--- config.mk ---
export PLATFORM = sky130hd
export DESIGN_NAME = rpc_multi_channel_flat
export DESIGN_NICKNAME = d
export VERILOG_FILES = /design/src/rtl/rpc_multi_channel_pkg.sv /design/src/rtl/rpc_multi_channel_if.sv /design/src/rtl/connection_manager.sv /design/src/rtl/rpc_multi_channel_tx_fifo.sv /design/src/rtl/rpc_multi_channel.sv /design/src/flat_wrapper.sv
export SDC_FILE = /design/constraint.sdc
export NUM_CORES = 2
export LEC_CHECK = 0
export CORE_AREA = 8 8 657 659
export CTS_CLUSTER_SIZE = 24
export DETAILED_ROUTE_END_ITERATION = 10
export DIE_AREA = 0 0 665 667
export PLACE_DENSITY = 0.79
export SLEW_MARGIN = 10
export SYNTH_ARGS = -nofsm -noshare
export SYNTH_HDL_FRONTEND = slang
export SYNTH_HIERARCHICAL = 1
export SYNTH_MEMORY_MAX_BITS = 65536
export SYNTH_SLANG_ARGS = --single-unit
--- constraint.sdc ---
create_clock -name clk -period 19.65 [get_ports clk]
set_clock_uncertainty 0.15 [all_clocks]
set_input_delay 2.9475 -clock clk [delete_from_list [all_inputs] [get_ports clk]]
set_output_delay 2.9475 -clock clk [all_outputs]
set_load 0.005 [all_outputs]
--- src/rtl/rpc_multi_channel_pkg.sv ---
// rpc_multi_channel_pkg: shared NIC types, setup command enum, table size and RPC argl bound
package rpc_multi_channel_pkg;
  localparam int LCONN_TBL_SIZE = 16;
  localparam int RPC_MAX_ARGL_DEFAULT = 64;
  localparam int NET_PAYLOAD_W = 192;
  typedef struct packed {
    logic [31:0] rpc_id;
    logic [15:0] fn_id;
    logic [15:0] argl;
  } RpcHeader;
  typedef struct packed {
    RpcHeader hdr;
    logic [63:0] args;
  } RpcPckt;
  typedef struct packed {
    logic [15:0] flow_id;
    RpcPckt rpc_data;
  } RpcIf;
  typedef struct packed {
    logic [15:0] payload_size;
  } NetworkHeader;
  typedef struct packed {
    logic [15:0] conn_id;
    NetworkHeader hdr;
    logic [NET_PAYLOAD_W-1:0] payload;
  } NetworkPacketInternal;
  typedef enum logic [2:0] {
    setUpConnId, setUpOpen, setUpDestIPv4, setUpDestPort, setUpClientFlowId, setUpEnable
  } SetupCmd;
  typedef struct packed {
    SetupCmd cmd;
    logic [31:0] data;
  } ConnSetupFrame;
  typedef struct packed {
    logic enable;
    logic open;
    logic [15:0] conn_id;
    logic [31:0] dest_ip;
    logic [15:0] dest_port;
    logic [15:0] client_flow_id;
  } ConnectionControlIf;
  typedef struct packed {
    logic [LCONN_TBL_SIZE-1:0] open_map;
    logic error;
  } ConnSetupStatus;
endpackage

--- src/rtl/rpc_multi_channel_if.sv ---
// rpc_multi_channel_if: network tx (valid/ready) and rx (valid only) frame bus; slave = NIC side
interface rpc_multi_channel_if;
  import rpc_multi_channel_pkg::*;
  NetworkPacketInternal network_tx_out, network_rx_in;
  logic network_tx_valid_out, network_tx_ready_in, network_rx_valid_in;
  modport master(input network_tx_out, network_tx_valid_out, output network_tx_ready_in, network_rx_in, network_rx_valid_in);
  modport slave(output network_tx_out, network_tx_valid_out, input network_tx_ready_in, network_rx_in, network_rx_valid_in);
endinterface

--- src/rtl/connection_manager.sv ---
// connection_manager: applies enable pulses from c_ctl to the open-connection map; status/initialized out
module connection_manager import rpc_multi_channel_pkg::*; #(
  parameter int LCACHE_SIZE = LCONN_TBL_SIZE
) (
  input  logic clk,
  input  logic reset,
  input  logic initialize,
  input  ConnectionControlIf c_ctl,
  output ConnSetupStatus status,
  output logic initialized
);
  localparam int IW = $clog2(LCONN_TBL_SIZE);
  logic unused_fields;
  assign unused_fields = ^{c_ctl.dest_ip, c_ctl.dest_port, c_ctl.client_flow_id};
  always_ff @(posedge clk) begin
    if (reset) begin
      status <= '0;
      initialized <= 1'b0;
    end else begin
      if (initialize) initialized <= 1'b1;
      if (c_ctl.enable) begin
        if (c_ctl.conn_id < 16'(LCACHE_SIZE)) status.open_map[c_ctl.conn_id[IW-1:0]] <= c_ctl.open;
        else status.error <= 1'b1;
      end
    end
  end
endmodule

--- src/rtl/rpc_multi_channel_tx_fifo.sv ---
// rpc_tx_fifo: per-channel RpcIf FIFO (push/pop in, dout/full/empty out) with registered occupancy count
module rpc_tx_fifo import rpc_multi_channel_pkg::*; #(
  parameter int DEPTH = 8
) (
  input  logic clk,
  input  logic reset,
  input  logic push,
  input  logic pop,
  input  RpcIf din,
  output RpcIf dout,
  output logic full,
  output logic empty
);
  localparam int AW = $clog2(DEPTH);
  RpcIf mem [DEPTH];
  logic [AW-1:0] wr, rd;
  logic [AW:0] cnt;
  assign full = cnt == (AW+1)'(DEPTH);
  assign empty = cnt == '0;
  assign dout = mem[rd];
  always_ff @(posedge clk) begin
    if (reset) begin
      wr <= '0;
      rd <= '0;
      cnt <= '0;
    end else begin
      if (push) begin
        mem[wr] <= din;
        wr <= wr + 1'b1;
      end
      if (pop) rd <= rd + 1'b1;
      cnt <= cnt + (AW+1)'(push) - (AW+1)'(pop);
    end
  end
endmodule

--- src/rtl/rpc_multi_channel.sv ---
// rpc_multi_channel: N_CH RPC channels -> FIFOs -> round-robin -> network frames; rx demux by conn_id; setup parser
module rpc_multi_channel import rpc_multi_channel_pkg::*; #(
  parameter int NIC_ID = 0,
  parameter int N_CH = 4,
  parameter int TX_FIFO_DEPTH = 8,
  parameter int MAX_ARGL = RPC_MAX_ARGL_DEFAULT
) (
  input  logic clk,
  input  logic reset,
  input  logic initialize,
  input  logic conn_setup_en_in,
  input  ConnSetupFrame conn_setup_frame_in,
  output ConnSetupStatus conn_setup_status_out,
  input  logic [N_CH-1:0] rpc_valid_in,
  input  RpcIf [N_CH-1:0] rpc_in,
  output logic [N_CH-1:0] rpc_ready_out,
  output logic [N_CH-1:0] rpc_valid_out,
  output RpcIf [N_CH-1:0] rpc_out,
  rpc_multi_channel_if.slave net,
  output logic [15:0] drop_cnt_out,
  output logic initialized,
  output logic error
);
  localparam int CW = $clog2(N_CH);
  localparam int RW = $bits(RpcPckt);
  if (N_CH < 2 || N_CH > 16 || (N_CH & (N_CH - 1)) != 0 || NIC_ID < 0) begin : g_bad_param
    $error("rpc_multi_channel: illegal parameters");
  end
  logic [N_CH-1:0] push, pop, full, empty, drops;
  RpcIf fifo_out [N_CH];
  RpcIf sel, rx_word;
  NetworkPacketInternal frame;
  logic [CW-1:0] last_grant, gnt, rx_ch;
  logic gnt_v, pop_ok, drop_err, parse_err, en_ok, unused_rx;
  logic [16:0] drop_sum;
  logic [4:0] setup_vec;
  ConnectionControlIf c_ctl;
  assign rpc_ready_out = ~full;
  assign drops = rpc_valid_in & rpc_ready_out & ~push;
  assign pop_ok = !net.network_tx_valid_out | net.network_tx_ready_in;
  for (genvar c = 0; c < N_CH; c++) begin : g_ch
    assign push[c] = rpc_valid_in[c] & rpc_ready_out[c] & (rpc_in[c].rpc_data.hdr.argl <= 16'(MAX_ARGL));
    assign pop[c] = pop_ok & gnt_v & (gnt == CW'(c));
    rpc_tx_fifo #(.DEPTH(TX_FIFO_DEPTH)) u_fifo (
      .clk(clk), .reset(reset), .push(push[c]), .pop(pop[c]), .din(rpc_in[c]),
      .dout(fifo_out[c]), .full(full[c]), .empty(empty[c])
    );
  end
  always_comb begin
    gnt = last_grant;
    gnt_v = 1'b0;
    for (int i = N_CH; i >= 1; i--)
      if (!empty[last_grant + CW'(i)]) begin
        gnt = last_grant + CW'(i);
        gnt_v = 1'b1;
      end
  end
  assign sel = fifo_out[gnt];
  always_comb begin
    frame = '0;
    frame.conn_id = sel.flow_id;
    frame.hdr.payload_size = 16'($bits(RpcHeader) >> 3) + sel.rpc_data.hdr.argl;
    frame.payload[RW-1:0] = sel.rpc_data;
  end
  always_ff @(posedge clk) begin
    if (reset) begin
      net.network_tx_valid_out <= 1'b0;
      net.network_tx_out <= '0;
      last_grant <= CW'(N_CH - 1);
    end else if (pop_ok) begin
      net.network_tx_valid_out <= gnt_v;
      if (gnt_v) begin
        net.network_tx_out <= frame;
        last_grant <= gnt;
      end
    end
  end
  assign drop_sum = {1'b0, drop_cnt_out} + 17'($countones(drops));
  always_ff @(posedge clk) begin
    if (reset) begin
      drop_cnt_out <= '0;
      drop_err <= 1'b0;
    end else begin
      drop_cnt_out <= drop_sum[16] ? 16'hFFFF : drop_sum[15:0];
      drop_err <= drop_err | (|drops);
    end
  end
  assign rx_ch = net.network_rx_in.conn_id[CW-1:0];
  assign rx_word = {net.network_rx_in.conn_id, net.network_rx_in.payload[RW-1:0]};
  assign unused_rx = ^{net.network_rx_in.hdr, net.network_rx_in.payload[NET_PAYLOAD_W-1:RW]};
  always_ff @(posedge clk) begin
    if (reset) begin
      rpc_valid_out <= '0;
      rpc_out <= '0;
    end else begin
      for (int i = 0; i < N_CH; i++) begin
        rpc_valid_out[i] <= net.network_rx_valid_in && rx_ch == CW'(i);
        rpc_out[i] <= (net.network_rx_valid_in && rx_ch == CW'(i)) ? rx_word : '0;
      end
    end
  end
  assign en_ok = c_ctl.open ? &setup_vec : setup_vec[0];
  always_ff @(posedge clk) begin
    if (reset) begin
      c_ctl <= '0;
      setup_vec <= '0;
      parse_err <= 1'b0;
    end else begin
      c_ctl.enable <= 1'b0;
      if (conn_setup_en_in)
        case (conn_setup_frame_in.cmd)
          setUpConnId: begin
            c_ctl.conn_id <= conn_setup_frame_in.data[15:0];
            setup_vec[0] <= 1'b1;
          end
          setUpOpen: begin
            c_ctl.open <= conn_setup_frame_in.data[0];
            setup_vec[1] <= 1'b1;
          end
          setUpDestIPv4: begin
            c_ctl.dest_ip <= conn_setup_frame_in.data;
            setup_vec[2] <= 1'b1;
          end
          setUpDestPort: begin
            c_ctl.dest_port <= conn_setup_frame_in.data[15:0];
            setup_vec[3] <= 1'b1;
          end
          setUpClientFlowId: begin
            c_ctl.client_flow_id <= conn_setup_frame_in.data[15:0];
            setup_vec[4] <= 1'b1;
          end
          setUpEnable: begin
            c_ctl.enable <= en_ok;
            parse_err <= parse_err | !en_ok;
            setup_vec <= '0;
          end
          default: begin
            parse_err <= 1'b1;
            setup_vec <= '0;
          end
        endcase
    end
  end
  connection_manager #(.LCACHE_SIZE(LCONN_TBL_SIZE)) u_cm (
    .clk(clk), .reset(reset), .initialize(initialize), .c_ctl(c_ctl),
    .status(conn_setup_status_out), .initialized(initialized)
  );
  assign error = parse_err | drop_err | conn_setup_status_out.error;
endmodule

--- src/flat_wrapper.sv ---
// flat-port wrapper written by rule: the top's interface ports become plain ports
module rpc_multi_channel_flat import rpc_multi_channel_pkg::*;
#(
  parameter int NIC_ID = 0,
  parameter int N_CH = 4,
  parameter int TX_FIFO_DEPTH = 8,
  parameter int MAX_ARGL = RPC_MAX_ARGL_DEFAULT
)
  (clk, reset, initialize, conn_setup_en_in, conn_setup_frame_in, conn_setup_status_out, rpc_valid_in, rpc_in, rpc_ready_out, rpc_valid_out, rpc_out, drop_cnt_out, initialized, error, net_network_tx_out, net_network_tx_valid_out, net_network_tx_ready_in, net_network_rx_in, net_network_rx_valid_in);
  rpc_multi_channel_if net_i ();
  input  logic clk;
  input  logic reset;
  input  logic initialize;
  input  logic conn_setup_en_in;
  input  ConnSetupFrame conn_setup_frame_in;
  output ConnSetupStatus conn_setup_status_out;
  input  logic [N_CH-1:0] rpc_valid_in;
  input  RpcIf [N_CH-1:0] rpc_in;
  output logic [N_CH-1:0] rpc_ready_out;
  output logic [N_CH-1:0] rpc_valid_out;
  output RpcIf [N_CH-1:0] rpc_out;
  output logic [15:0] drop_cnt_out;
  output logic initialized;
  output logic error;
  output wire logic [$bits(net_i.network_tx_out)-1:0] net_network_tx_out;
  output wire logic [$bits(net_i.network_tx_valid_out)-1:0] net_network_tx_valid_out;
  input wire logic [$bits(net_i.network_tx_ready_in)-1:0] net_network_tx_ready_in;
  input wire logic [$bits(net_i.network_rx_in)-1:0] net_network_rx_in;
  input wire logic [$bits(net_i.network_rx_valid_in)-1:0] net_network_rx_valid_in;
  assign net_network_tx_out = net_i.network_tx_out;
  assign net_network_tx_valid_out = net_i.network_tx_valid_out;
  assign net_i.network_tx_ready_in = net_network_tx_ready_in;
  assign net_i.network_rx_in = net_network_rx_in;
  assign net_i.network_rx_valid_in = net_network_rx_valid_in;
  rpc_multi_channel #(.NIC_ID(NIC_ID), .N_CH(N_CH), .TX_FIFO_DEPTH(TX_FIFO_DEPTH), .MAX_ARGL(MAX_ARGL)) u_core (.clk(clk), .reset(reset), .initialize(initialize), .conn_setup_en_in(conn_setup_en_in), .conn_setup_frame_in(conn_setup_frame_in), .conn_setup_status_out(conn_setup_status_out), .rpc_valid_in(rpc_valid_in), .rpc_in(rpc_in), .rpc_ready_out(rpc_ready_out), .rpc_valid_out(rpc_valid_out), .rpc_out(rpc_out), .net(net_i), .drop_cnt_out(drop_cnt_out), .initialized(initialized), .error(error));
endmodule
==> impl_metrics.ini <==
[finish]
drive_gt1_share_pct = 24.58
layout_commonest_cell = edfxtp_1
fillers = 29260
multi_input_area_sq_mm = 0.04509
layout.nets = 12140
instances_no_fill = 17530
layout_common_cells = edfxtp_1 (4608), clkdlybuf4s50_1 (1527), mux4_2 (1290)
area_growth_pct = 19.54
final-seq-area_sq_mm = 0.1555

[die]
core_area_sq_mm = 0.4216
fp.dieH_microns = 667
die-width_microns = 665
ios = 1689
die-area_sq_mm = 0.4436
initial_core_util_pct = 48.24
num_rows = 239

[drt]
finalWirelength_microns = 655900
ant_nets = 0
routedWlPerCell_microns = 37.42
drt_iter0_markers = 13060
via_count = 105800
drcViolationCount = 0
drt_first_pass_iters = 7
viasPerCell = 6.036

[clock_tree]
clkSinkCount = 5459
clock_latency_ps = 1060
clk_pin_slew_ps = 60
clockRootBuffer = clkbuf_16
cts_inserted_buffers = 552
cts_resized = 0
cts_hold_buf = 0
htree_levels = 6
cts_buffer_depth = 4
tritoncts = yes
post_cts_buffers = 0

[timing]
final_max_slew_viol_count = 114
rsz0062_at_grt = false
finalSetupTns_ps = 0
timing_worst_slew_pin_value_ps = 1779
relSlewSlack_pct = -18.61
setup_viol = 0
clock.fmax_ghz = 0.1266
period_share_pct = 40.20
hold_viol = 0
finalWorstSetupSlack_ps = 11750
min_period_ps = 7900

[setup_path]
critical_path_class = in2reg
required_ps = 20160
cp_max_fo = 41
worst_ep_arrival_time_ps = 8410
start_kind = input port
ff2ff_path_depth = 8
end_kind = flip-flop

[global_route]
first_global_vias = 105000
grt_pass1_wl_microns = 875900
grtUsageMet3_pct = 6.015
antenna_found_initial = 382
grtUsageMet2_pct = 47.76
grt.busiest_layer = met2
grt_max_degree = 141
grt.overflow.total = 0
grt_use_met1_pct = 32.34
grtUsageTotal_pct = 28.59

[placed_design]
routabilityCongestion = 0.9448
preCtsSetupSlack_ps = 10740
dp.final_hpwl_microns = 428400
dpl.cell_count = 16250
port_buffers = 1528

[power_and_ir_drop]
irDropWorstVdd_v = 0.0001287
leakage_nw = 76.40
pwr_density_cell_mw_per_mm2 = 115.4

[yosys]
postSynthCellCount = 9502
syn_area_sq_mm = 0.2034
synth.avg_cell_area_sq_um = 21.41
yosys_warnings = 6

[run_status]
status = finished, violations left
violations = slew limit

[job]
drv_cap = 0

[worst_hold_path]
min-delay-path-class = reg2reg
whs_path_depth = 2
[worst max-delay path, cell delays in order]
cell	delay (ps)
clkdlybuf4s50_1	560
or4_1	610
o31ai_1	340
nand4_1	320
nor3b_1	770
nand2_1	400
nor2_4	180
buf_4	590
buf_4	790
buf_4	700
[flip-flops by register name, summed over array words and instances (netlist names), 2 cells and up, named ones only]
signal,flops
u_core/net.network_tx_out,157
u_core/u_cm/status,17
u_core/setup_vec,5
u_core/rpc_valid_out,4
u_core/drop_cnt_out,16
u_core/rpc_out,576
u_core/g_ch.u_fifo/rd,12
u_core/last_grant,2
u_core/g_ch.u_fifo/wr,12
u_core/g_ch.u_fifo/mem,4608
u_core/c_ctl,18
u_core/g_ch.u_fifo/cnt,16
[routing by layer]
metal | wire [microns] | up-vias
met2 | 326800 | 7281
met4 | 58670 | 90
met1 | 207900 | 54770
met3 | 61830 | 1610
met5 | 612 | -
li1 | - | 42040
[final timing paths]
path	start	end	slack, ps
hold / removal	u_core/net.network_tx_out[120]	u_core/net.network_tx_out[120]	310
setup / recovery	rpc_in[497]	u_core/g_ch[3].u_fifo/mem[5][114]	11750
hold reg to reg	u_core/net.network_tx_out[120]	u_core/net.network_tx_out[120]	310
setup reg to reg	flip-flop	u_core/net.network_tx_out[0]	13910
[area by class of cell]
class | instances | share of cell area, %
Clock inverter | 265 | 1.191
Antenna cell | 280 | 0.2881
Sequential cell | 5459 | 63.93
Multi-Input combinational cell | 3509 | 18.54
Tap cell | 5543 | 2.852
Clock buffer | 735 | 6.152
Inverter | 40 | 0.06175
Timing Repair Buffer | 1696 | 6.981
[report_power, final]
part	internal (mW)	total, mW	switching [mW]
Combinational	2.18	4.75	2.58
Sequential	12.7	12.9	0.226
Clock	5.87	10.4	4.50
[metrics by stage]
step / cell area [sq um] / hold WS, ps / total power [mW] / utilization [%]
global placement: 224500 / 298.5 / 17.78 / 53.25
detailed placement: 224600 / 299.7 / 17.86 / 53.26
CTS: 242400 / 308.0 / 28.17 / 57.49
global route: 243100 / 327.2 / 28.80 / 57.65
floorplan: 203700 / 280.2 / 15.97 / -
finish: 243200 / 307.6 / 28.05 / 57.67
Power figures use the tool's default switching activity.
